==> src/rtl/serial_subtractor_2bit.sv <==
// Multi-cycle subtractor: diff = a - b - bin, two bits per clock through a registered borrow chain.
// Optional signed-overflow output ovf is enabled by defining SUB_OVERFLOW_EN.
module serial_subtractor_2bit #(
  parameter int WIDTH = 8
) (
  input  logic             clk,
  input  logic             rst,
  input  logic             start_valid,
  output logic             start_ready,
  input  logic [WIDTH-1:0] a,
  input  logic [WIDTH-1:0] b,
  input  logic             bin,
  output logic             done_valid,
  input  logic             done_ready,
  output logic [WIDTH-1:0] diff,
`ifdef SUB_OVERFLOW_EN
  output logic             ovf,
`endif
  output logic             bout
);

  localparam int N    = WIDTH / 2;
  localparam int IDXW = (N > 1) ? $clog2(N) : 1;

  localparam logic [1:0] ST_IDLE = 2'd0;
  localparam logic [1:0] ST_RUN  = 2'd1;
  localparam logic [1:0] ST_DONE = 2'd2;

  // Borrow cell: returns {br_next, d}.
  function automatic logic [1:0] sub_cell(input logic x, input logic y, input logic br);
    logic d;
    logic br_next;
    d       = x ^ y ^ br;
    br_next = (~x & y) | (~(x ^ y) & br);
    return {br_next, d};
  endfunction

  logic [1:0]       state_q, state_d;
  logic [IDXW-1:0]  idx_q, idx_d;
  logic [WIDTH-1:0] a_q, a_d;
  logic [WIDTH-1:0] b_q, b_d;
  logic             br_q, br_d;
  logic [WIDTH-1:0] diff_q, diff_d;
  logic             bout_q, bout_d;
  logic             ovf_q, ovf_d;
  logic             start_ready_q, start_ready_d;
  logic             done_valid_q, done_valid_d;

  logic [IDXW:0]    pos_s;
  logic [1:0]       a_pair_s;
  logic [1:0]       b_pair_s;
  logic [1:0]       lo_s;
  logic [1:0]       hi_s;

  assign pos_s    = {idx_q, 1'b0};
  assign a_pair_s = a_q[pos_s +: 2];
  assign b_pair_s = b_q[pos_s +: 2];
  assign lo_s     = sub_cell(a_pair_s[0], b_pair_s[0], br_q);
  assign hi_s     = sub_cell(a_pair_s[1], b_pair_s[1], lo_s[1]);

  always_comb begin
    state_d       = state_q;
    idx_d         = idx_q;
    a_d           = a_q;
    b_d           = b_q;
    br_d          = br_q;
    diff_d        = diff_q;
    bout_d        = bout_q;
    ovf_d         = ovf_q;
    start_ready_d = start_ready_q;
    done_valid_d  = done_valid_q;
    case (state_q)
      ST_IDLE: begin
        if (start_valid) begin
          a_d           = a;
          b_d           = b;
          br_d          = bin;
          idx_d         = '0;
          diff_d        = '0;
          bout_d        = 1'b0;
          ovf_d         = 1'b0;
          start_ready_d = 1'b0;
          state_d       = ST_RUN;
        end else begin
          start_ready_d = 1'b1;
        end
      end
      ST_RUN: begin
        diff_d[pos_s +: 2] = {hi_s[0], lo_s[0]};
        br_d               = hi_s[1];
        if (idx_q == IDXW'(N - 1)) begin
          bout_d       = hi_s[1];
          // The pair's high bit is the result MSB on the final step.
          ovf_d        = (a_q[WIDTH-1] != b_q[WIDTH-1]) & (hi_s[0] != a_q[WIDTH-1]);
          done_valid_d = 1'b1;
          state_d      = ST_DONE;
        end else begin
          idx_d = idx_q + IDXW'(1);
        end
      end
      ST_DONE: begin
        if (done_ready) begin
          done_valid_d  = 1'b0;
          start_ready_d = 1'b1;
          state_d       = ST_IDLE;
        end else begin
          done_valid_d = 1'b1;
        end
      end
      default: begin
        state_d       = ST_IDLE;
        start_ready_d = 1'b1;
        done_valid_d  = 1'b0;
      end
    endcase
  end

  always_ff @(posedge clk or posedge rst) begin
    if (rst) begin
      state_q       <= ST_IDLE;
      idx_q         <= '0;
      a_q           <= '0;
      b_q           <= '0;
      br_q          <= 1'b0;
      diff_q        <= '0;
      bout_q        <= 1'b0;
      ovf_q         <= 1'b0;
      start_ready_q <= 1'b1;
      done_valid_q  <= 1'b0;
    end else begin
      state_q       <= state_d;
      idx_q         <= idx_d;
      a_q           <= a_d;
      b_q           <= b_d;
      br_q          <= br_d;
      diff_q        <= diff_d;
      bout_q        <= bout_d;
      ovf_q         <= ovf_d;
      start_ready_q <= start_ready_d;
      done_valid_q  <= done_valid_d;
    end
  end

  assign start_ready = start_ready_q;
  assign done_valid  = done_valid_q;
  assign diff        = diff_q;
  assign bout        = bout_q;
`ifdef SUB_OVERFLOW_EN
  assign ovf         = ovf_q;
`else
  logic unused_ovf_s;
  assign unused_ovf_s = ovf_q;
`endif

endmodule
==> config.mk <==
export PLATFORM = sky130hd
export DESIGN_NAME = serial_subtractor_2bit
export DESIGN_NICKNAME = d
export VERILOG_FILES = /design/src/rtl/serial_subtractor_2bit.sv
export SDC_FILE = /design/constraint.sdc
export NUM_CORES = 1
export LEC_CHECK = 0
export CAP_MARGIN = 20
export CORE_MARGIN = 5
export CORE_UTILIZATION = 50
export CTS_CLUSTER_DIAMETER = 40
export DETAILED_ROUTE_END_ITERATION = 10
export GPL_TIMING_DRIVEN = 0
export PLACE_DENSITY = 0.76
export SYNTH_ARGS = -nofsm -noshare
export SYNTH_HDL_FRONTEND = slang
export SYNTH_SLANG_ARGS = --single-unit
==> constraint.sdc <==
create_clock -name clk -period 7.4 [get_ports clk]
set_clock_uncertainty 0.05 [all_clocks]
set_input_delay 1.48 -clock clk [delete_from_list [all_inputs] [get_ports clk]]
set_output_delay 1.48 -clock clk [all_outputs]
set_load 0.05 [all_outputs]
Word-level counts from Yosys, hierarchy flattened
Index checks and enable logic that the tools add are counted.

Bits of input ports: 21. Register bits after elaboration: 32. Output and inout port bits: 11.

Bitwise gates (word level): 16. Add/subtract/negate cells: 2. Reductions and logical operators: 9. Shift operators: 4. Muxes and demuxes: 21. Equal/unequal tests: 7.

Operators with widths (count): one-hot mux 8 bit (2 select lines) (1); variable part select 8 x 4 -> 2 bit (2); two-way mux 2 bit (5); AND reduction 3 bit (3); bitwise mux 8 bit (1); two-way mux 8 bit (1); inequality test 2 bit (second input constant) (4); AND reduction 2 bit (4); variable shift 2 x 5 -> 8 bit (first input constant) (1); variable part select 2 x 5 -> 8 bit (1); two-way mux 1 bit (7); inverter 1 bit (6); one-hot mux 1 bit (3 select lines) (2); one-hot mux 2 bit (3 select lines) (1); negation 3 -> 5 bit (1); AND 1 bit (4); equality test 2 bit (second input constant) (2); one-hot mux 1 bit (2 select lines) (2); one-hot mux 2 bit (2 select lines) (1); XOR 1 bit (4); adder 2 x 1 -> 2 bit (second input constant) (1); equality test 2 x 1 -> 1 bit (second input constant) (1); logical NOT 2 bit (1); bitwise OR 1 bit (2); nonzero test 2 bit (1).

Longest topological paths before layout
Gate-level depths: netlist of run 1.

Depth in word-level cells: 9. Gate-level depth with buffers: 7. Depth with buffers taken out: 6.

Worst setup path after synthesis of run 1
OpenSTA, ideal clock, no wires.

Path type: flip-flop to flip-flop. Start: register idx_q[0]. End: register diff_q[5], in the netlist diff[5]. Path buffers: 1. Arrival: 2.347 ns. Required time: 7.225 ns. Clock period less this slack: 2.522 ns. Setup slack: 4.878 ns. Cell stages (with the launch flop): 7. Path through: dfrtp_1 > buf_2 > mux4_2 > fa_1 > fa_1 > nor4_1 > mux2_2.

Word-level cells in the longest chain between the ends: 9.

Ends and longest elaborated chain: start: declaration (RTL line 39) `logic [IDXW-1:0] idx_q, idx_d;`; start signal: assignment (RTL line 132) `idx_q <= idx_d;`; variable part select 8 x 4 -> 2 bit (on tied branches) (RTL line 56, 57); XOR 1 bit (RTL line 33, 34); inverter 1 bit (RTL line 34) `br_next = (~x & y) | (~(x ^ y) & br);`; AND 1 bit (RTL line 34); bitwise OR 1 bit (RTL line 34); XOR 1 bit (RTL line 33) `d = x ^ y ^ br;`; variable part select 2 x 5 -> 8 bit (RTL line 89) `diff_d[pos_s +: 2] = {hi_s[0], lo_s[0]};`; bitwise mux 8 bit (*) (RTL line 89); one-hot mux 8 bit (2 select lines) (*) (RTL line 72) `case (state_q)`; end signal: assignment (RTL line 136) `diff_q <= diff_d;`; end: declaration (RTL line 43) `logic [WIDTH-1:0] diff_q, diff_d;`.

Mark *: on every way between the ends. The rest lies on a longest branch, timed or not. A chain may end at the register's enable or synchronous reset.

Worst setup path in the final report of run 1
Start: register start_ready_q, in the netlist start_ready. End: output start_ready.

RTL lines: start: declaration (RTL line 46) `logic start_ready_q, start_ready_d;`; start signal: assignment (RTL line 139) `start_ready_q <= start_ready_d;`; end: declaration (RTL line 9) `output logic start_ready,`.

No word-level cell between the ends.

==> results of run 1 <==
## kinds of logic after synthesis
family,synth area share
AO/OA/AOI/OAI,0.0746
adder cells (fa/ha/maj),0.0769
buffers and inverters,0.0475
flip-flops,0.483
AND/OR/NAND/NOR,0.0874
multiplexers,0.231
## worst max path at each step
stage / endpoint
CTS: start_ready
finish: start_ready
global route: start_ready
floorplan: diff[5]$_DFFE_PP0P_
detailed placement: diff[1]$_DFFE_PP0P_
global placement: diff[0]$_DFFE_PP0P_
## layout by cell type (no fill, tap or decap), types with 2 or more instances in the layout
cell,count
ha_1,7
o21ai_0,7
buf_2,3
o31ai_1,2
buf_6,2
nor3_1,2
nor4_1,2
fa_1,2
mux2i_1,2
nor3b_1,2
clkinv_2,2
nand2_1,8
clkdlybuf4s50_1,31
a21oi_1,3
mux2_2,23
o32a_1,2
nor2b_1,3
clkbuf_4,5
dfrtp_1,31
o211ai_1,2
inv_1,9
nor2_1,3
mux4_2,4
## state kept, by name, summed over array words and instances, names as in the netlist, 2 cells and up
signal   flops
a_q          8
b_q          8
diff         8
idx_q        2
state_q      2
## stage by stage
step / instance area (µm²) / setup slack, ns
after detailed placement: 2060 / 4.16
after floorplan: 1660 / 4.88
after global routing: 2120 / 4.16
after CTS: 2120 / 4.18
final: 2120 / 4.21
after global placement: 2030 / 4.17
## synthesized netlist by cell type, types with 2 or more instances
master	number
mux2_2	23
ha_1	7
dfrtp_1	31
o211ai_1	2
nor4_1	2
inv_1	9
nor3_1	2
o21ai_0	7
nor2_1	3
fa_1	2
mux4_2	4
nor2b_1	3
nand2_1	8
mux2i_1	2
nor3b_1	2
o32a_1	2
buf_6	2
o31ai_1	2
buf_2	3
a21oi_1	3
## where the power goes
part	internal [mW]	total [mW]	switching, mW
logic	0.245	0.519	0.274
clock network	0.0451	0.105	0.0602
registers	0.248	0.287	0.0389
total	0.538	0.911	0.373
## layer usage
layer	share of wire	track usage
met4	0.014	0.0582
met5	0	0
met3	0.049	0.0582
met2	0.50	0.273
met1	0.43	0.197
## worst register-to-register path: stages, from the launching register on
cell     delay, ns
dfrtp_1       0.41
buf_2         0.27
mux4_2        0.54
fa_1          0.39
fa_1          0.52
nor4_1        0.28
mux2_2        0.18
## cell type report
class / instances / area share
Clock inverter: 2 / 0.00473
Timing Repair Buffer: 32 / 0.160
Inverter: 10 / 0.0177
Multi-Input combinational cell: 84 / 0.368
Tap cell: 46 / 0.0272
Sequential cell: 32 / 0.379
Buffer: 6 / 0.0195
Clock buffer: 6 / 0.0242
==> results.py, run 1 <==
metrics = {
    "finish": {
        "n_antenna_cell": 0,
        "regArea_um2": 802,
        "area_delta_synth_final_pct": 27.5,
        "nFillCells": 292,
        "finalNonFillerCells": 218,
        "layout-drive-gt1-share": 0.262,
        "final_util": 0.645,
        "final_nets": 201,
        "multi_input_area_um2": 779,
    },
    "worst_hold_path": {
        "hold-path-endpoint": "diff[1]$_DFFE_PP0P_",
        "worstHoldStart": "diff[1]$_DFFE_PP0P_",
        "holdPathStages": 1,
        "hp-class": "reg2reg",
    },
    "cts": {
        "post_cts_buffers": 0,
        "cts_resized": 0,
        "cts_root_buf": "clkbuf_4",
        "cts_tree": "built",
        "clkTransAtPathRegs_ns": 0.10,
        "cts_made_buffers": 5,
        "cts_buffer_depth": 2,
        "hold_buffers": 0,
        "insertion_delay_ns": 0.34,
        "h-tree-depth": 2,
        "clock-sinks": 32,
    },
    "global_routing": {
        "antenna_found_initial": 0,
        "grt_pass1_wl_um": 5570,
        "grt_overflow": 0,
        "grt_max_degree": 22,
        "grtUsageTotal": 0.165,
        "grt_pass1_vias": 1224,
    },
    "worst_setup_path": {
        "path_max_fanout": 2,
        "required_ns": 5.87,
        "worstSetupPathType": "reg2out",
        "path_cells": "clkdlybuf4s50_1",
        "r2r_end": "diff[5]$_DFFE_PP0P_",
        "crit_path_start": "start_ready$_DFFE_PP1P_",
        "start_kind": "flip-flop",
        "slowest_stage": "clkdlybuf4s50_1",
        "crit_buf_inv": 1,
        "critical_path.max_stage_delay_ns": 0.79,
        "critPathTopFamily": "buffers and inverters",
        "rrSetupSlack_ns": 4.70,
        "r2r_cells": 6,
        "cp.depth": 1,
        "regToRegStartpoint": "idx_q[0]$_DFFE_PP0P_",
        "cp-end-kind": "output port",
        "cp.arrival_ns": 1.66,
    },
    "run": {
        "maxCapViolCount": 0,
    },
    "placed_design": {
        "placed_cells": 210,
        "hpwl_um": 2450,
        "io_buffers": 31,
        "gp_congestion": 0.821,
    },
    "power": {
        "powerDensity_mw_per_mm2": 431,
        "vdd_drop_max_mv": 0.209,
        "leakagePower_nw": 0.906,
        "total_power_mw": 0.911,
    },
    "synth": {
        "synth-edff-count": 0,
        "netlist_area_mm2": 0.00166,
        "synthArstFlopShare": 1.00,
        "yosysTopAreaCellShare": 0.467,
        "yosysSeqAreaShare": 0.483,
        "yosysWarnings": 0,
        "ys_dominant_reg_cell": "dfrtp_1",
        "synth_seq_cells": 32,
        "synthCells": 132,
        "syn_nets": 162,
        "post-synth-top-area-cell": "dfrtp_1",
        "syn_area_per_cell_um2": 12.6,
        "ys_types": 33,
        "synth_top_cells_by_area": "dfrtp_1, mux2_2, mux4_2, ha_1, fa_1",
    },
    "sta": {
        "hold_viol_final": 0,
        "rsz0062_at_grt": "false",
        "fin_tns_setup_ns": 0,
        "fmax_mhz": 314,
        "slew_viol_final": 0,
        "worstMarginPinSlew_ns": 0.551,
        "holdWs_ns": 0.460,
        "slew_headroom": 0.632,
        "fin_crit_sh": 0.431,
        "setup_viol": 0,
        "period_needed_ns": 3.19,
    },
    "die": {
        "die_area_mm2": 0.00457,
        "initial_core_util": 0.506,
        "die-width_um": 67.6,
        "rows": 21,
        "num_io_pins": 32,
        "die_h_um": 67.6,
        "coreArea_mm2": 0.00328,
    },
    "route": {
        "drtIter0Drc": 61,
        "post-route-drc-count": 0,
        "num_vias": 1137,
        "dr.pass1.iters": 4,
        "via_per_inst": 5.22,
        "wire_per_inst_um": 14.3,
        "ant_nets": 0,
        "routed_wl_um": 3110,
    },
    "run_status": {
        "status": "finished, final reports clean",
    },
}
Power figures use the tool's default switching activity.
==> run 2: changes to the inputs <==
CORE_UTILIZATION = 46   (was 50)
PLACE_DENSITY = 0.74   (was 0.76)
clock period = 2.55 ns   (was 7.4 ns; I/O delays follow)
==> run 2 against run 1 <==
  * Power rose to 3.2 times the previous value
  * First-iteration DRC count unchanged
  * Clock power rose to 4.2 times the previous value
  * Design area up 4.6%
  * Register-to-register slack worse by 4.7 ns
==> results.py, run 2 (synthesized netlist as in run 1, its figures left out) <==
metrics = {
    "run_status": {
        "status": "finished, final reports clean",
    },
    "die": {
        "num_io_pins": 32,
        "die_area_mm2": 0.00491,
        "die_h_um": 70.1,
        "initial_core_util": 0.486,
        "coreArea_mm2": 0.00342,
        "rows": 21,
        "die-width_um": 70.1,
    },
    "finish": {
        "mostFrequentLayoutCells": "dfrtp_1, clkdlybuf4s50_1, mux2_2, inv_1, nand2_1",
        "final_nets": 206,
        "layout-drive-gt1-share": 0.305,
        "n_antenna_cell": 0,
        "area_delta_synth_final_pct": 33.3,
        "final_util": 0.648,
        "finalNonFillerCells": 223,
    },
    "worst_setup_path": {
        "slowest_stage": "fa_2",
        "critPathCapture": "diff[3]$_DFFE_PP0P_",
        "path_max_fanout": 5,
        "cpMostUsedCell": "fa_2",
        "cp.arrival_ns": 2.69,
        "worstSetupPathType": "reg2reg",
        "rrSetupSlack_ns": 0.05,
        "critical_path.max_stage_delay_ns": 0.60,
        "r2r_end": "diff[3]$_DFFE_PP0P_",
        "crit_path_start": "idx_q[0]$_DFFE_PP0P_",
        "required_ns": 2.74,
        "path_cells": "buf_6 > mux4_2 > fa_2 > fa_2 > nor3_1 > mux2_2",
        "r2r_cells": 6,
        "start_kind": "flip-flop",
        "regToRegStartpoint": "idx_q[0]$_DFFE_PP0P_",
        "cp-end-kind": "flip-flop",
    },
    "cts": {
        "clock-sinks": 32,
        "cts_tree": "built",
        "cts_made_buffers": 5,
        "insertion_delay_ns": 0.34,
        "clkTransAtPathRegs_ns": 0.11,
        "cts_root_buf": "clkbuf_4",
        "hold_buffers": 0,
        "cts_buffer_depth": 2,
        "h-tree-depth": 2,
    },
    "power": {
        "powerDensity_mw_per_mm2": 1330,
        "vdd_drop_max_mv": 0.637,
        "total_power_mw": 2.94,
        "leakagePower_nw": 0.950,
    },
    "global_routing": {
        "grt_pass1_wl_um": 5750,
        "grt_overflow": 0,
        "grtUsageTotal": 0.149,
        "grt_max_degree": 21,
        "antenna_found_initial": 0,
        "grt_pass1_vias": 1252,
    },
    "sta": {
        "slew_headroom": 0.619,
        "setup_viol": 0,
        "slew_viol_final": 0,
        "fin_tns_setup_ns": 0,
        "hold_viol_final": 0,
        "fin_crit_sh": 0.980,
        "worstMarginPinSlew_ns": 0.571,
        "holdWs_ns": 0.460,
        "period_needed_ns": 2.50,
        "rsz0062_at_grt": "true",
        "fmax_mhz": 400,
    },
    "placed_design": {
        "hpwl_um": 2580,
        "gp_congestion": 0.775,
        "placed_cells": 210,
        "io_buffers": 31,
    },
    "route": {
        "via_per_inst": 5.31,
        "post-route-drc-count": 0,
        "num_vias": 1184,
        "drtIter0Drc": 61,
        "routed_wl_um": 3380,
        "ant_nets": 0,
        "wire_per_inst_um": 15.2,
        "dr.pass1.iters": 6,
    },
    "run": {
        "maxCapViolCount": 0,
    },
    "worst_hold_path": {
        "holdPathStages": 1,
        "hp-class": "reg2reg",
    },
}
[run 2: cell types whose count changed in the layout (fill, tap and decap cells not counted), sizes merged]
cell    delta
bufinv     +1
clkinv     -2
buf        +6
[run 2: worst max-delay path: cells and delay by family (launching register included)]
kind	cells	cell delay, ns
simple gates	1	0.07
buf+inv	1	0.13
flops	1	0.39
fa+ha+maj	2	0.99
mux	2	0.77
[run 2: what timing repair did]
action / CTS / global route
buffers inserted: 1 / 5
hold endpoints to repair: 0 / 0
endpoints found under the setup margin: 4 / 3
gates resized for setup: 4 / 2
pin swaps: 1 / 2
[run 2: final cells by class]
type	count	area, µm²
Inverter	10	37.5
Sequential cell	32	802
Clock buffer	7	65.1
Multi-Input combinational cell	84	795
Clock inverter	1	30.0
Fill cell	275	1200
Tap cell	46	57.6
Buffer	5	43.8
Timing Repair Buffer	38	383
[run 2: where the power goes]
part	switching (mW)	internal, mW
sequential	0.123	0.721
clock	0.179	0.260
combinational	0.847	0.806
total	1.15	1.79
[run 2: worst min path at each step]
stage	startpoint	end	slack [ns]
final	a_q[3]$_DFFE_PP0P_	a_q[3]$_DFFE_PP0P_	0.46
after global routing	a_q[5]$_DFFE_PP0P_	a_q[5]$_DFFE_PP0P_	0.48
after CTS	a_q[5]$_DFFE_PP0P_	a_q[5]$_DFFE_PP0P_	0.47
after floorplan	a_q[3]$_DFFE_PP0P_	a_q[3]$_DFFE_PP0P_	0.42
after detailed placement	a_q[5]$_DFFE_PP0P_	a_q[5]$_DFFE_PP0P_	0.44
after global placement	a_q[5]$_DFFE_PP0P_	a_q[5]$_DFFE_PP0P_	0.43
[run 2: metrics by stage]
step,instance area (µm²),worst slack [ns]
floorplan,1660,0.0284
global placement,2030,-0.167
detailed placement,2060,-0.235
CTS,2170,0.00220
global route,2210,-0.0309
finish,2210,0.0499
[run 2: routing by layer]
metal	routed length, µm	up-vias	global-route usage
met5	0	-	0
met4	46	0	0.0638
met3	186	7	0.0416
met2	1700	34	0.256
met1	1450	580	0.172
li1	-	563	-
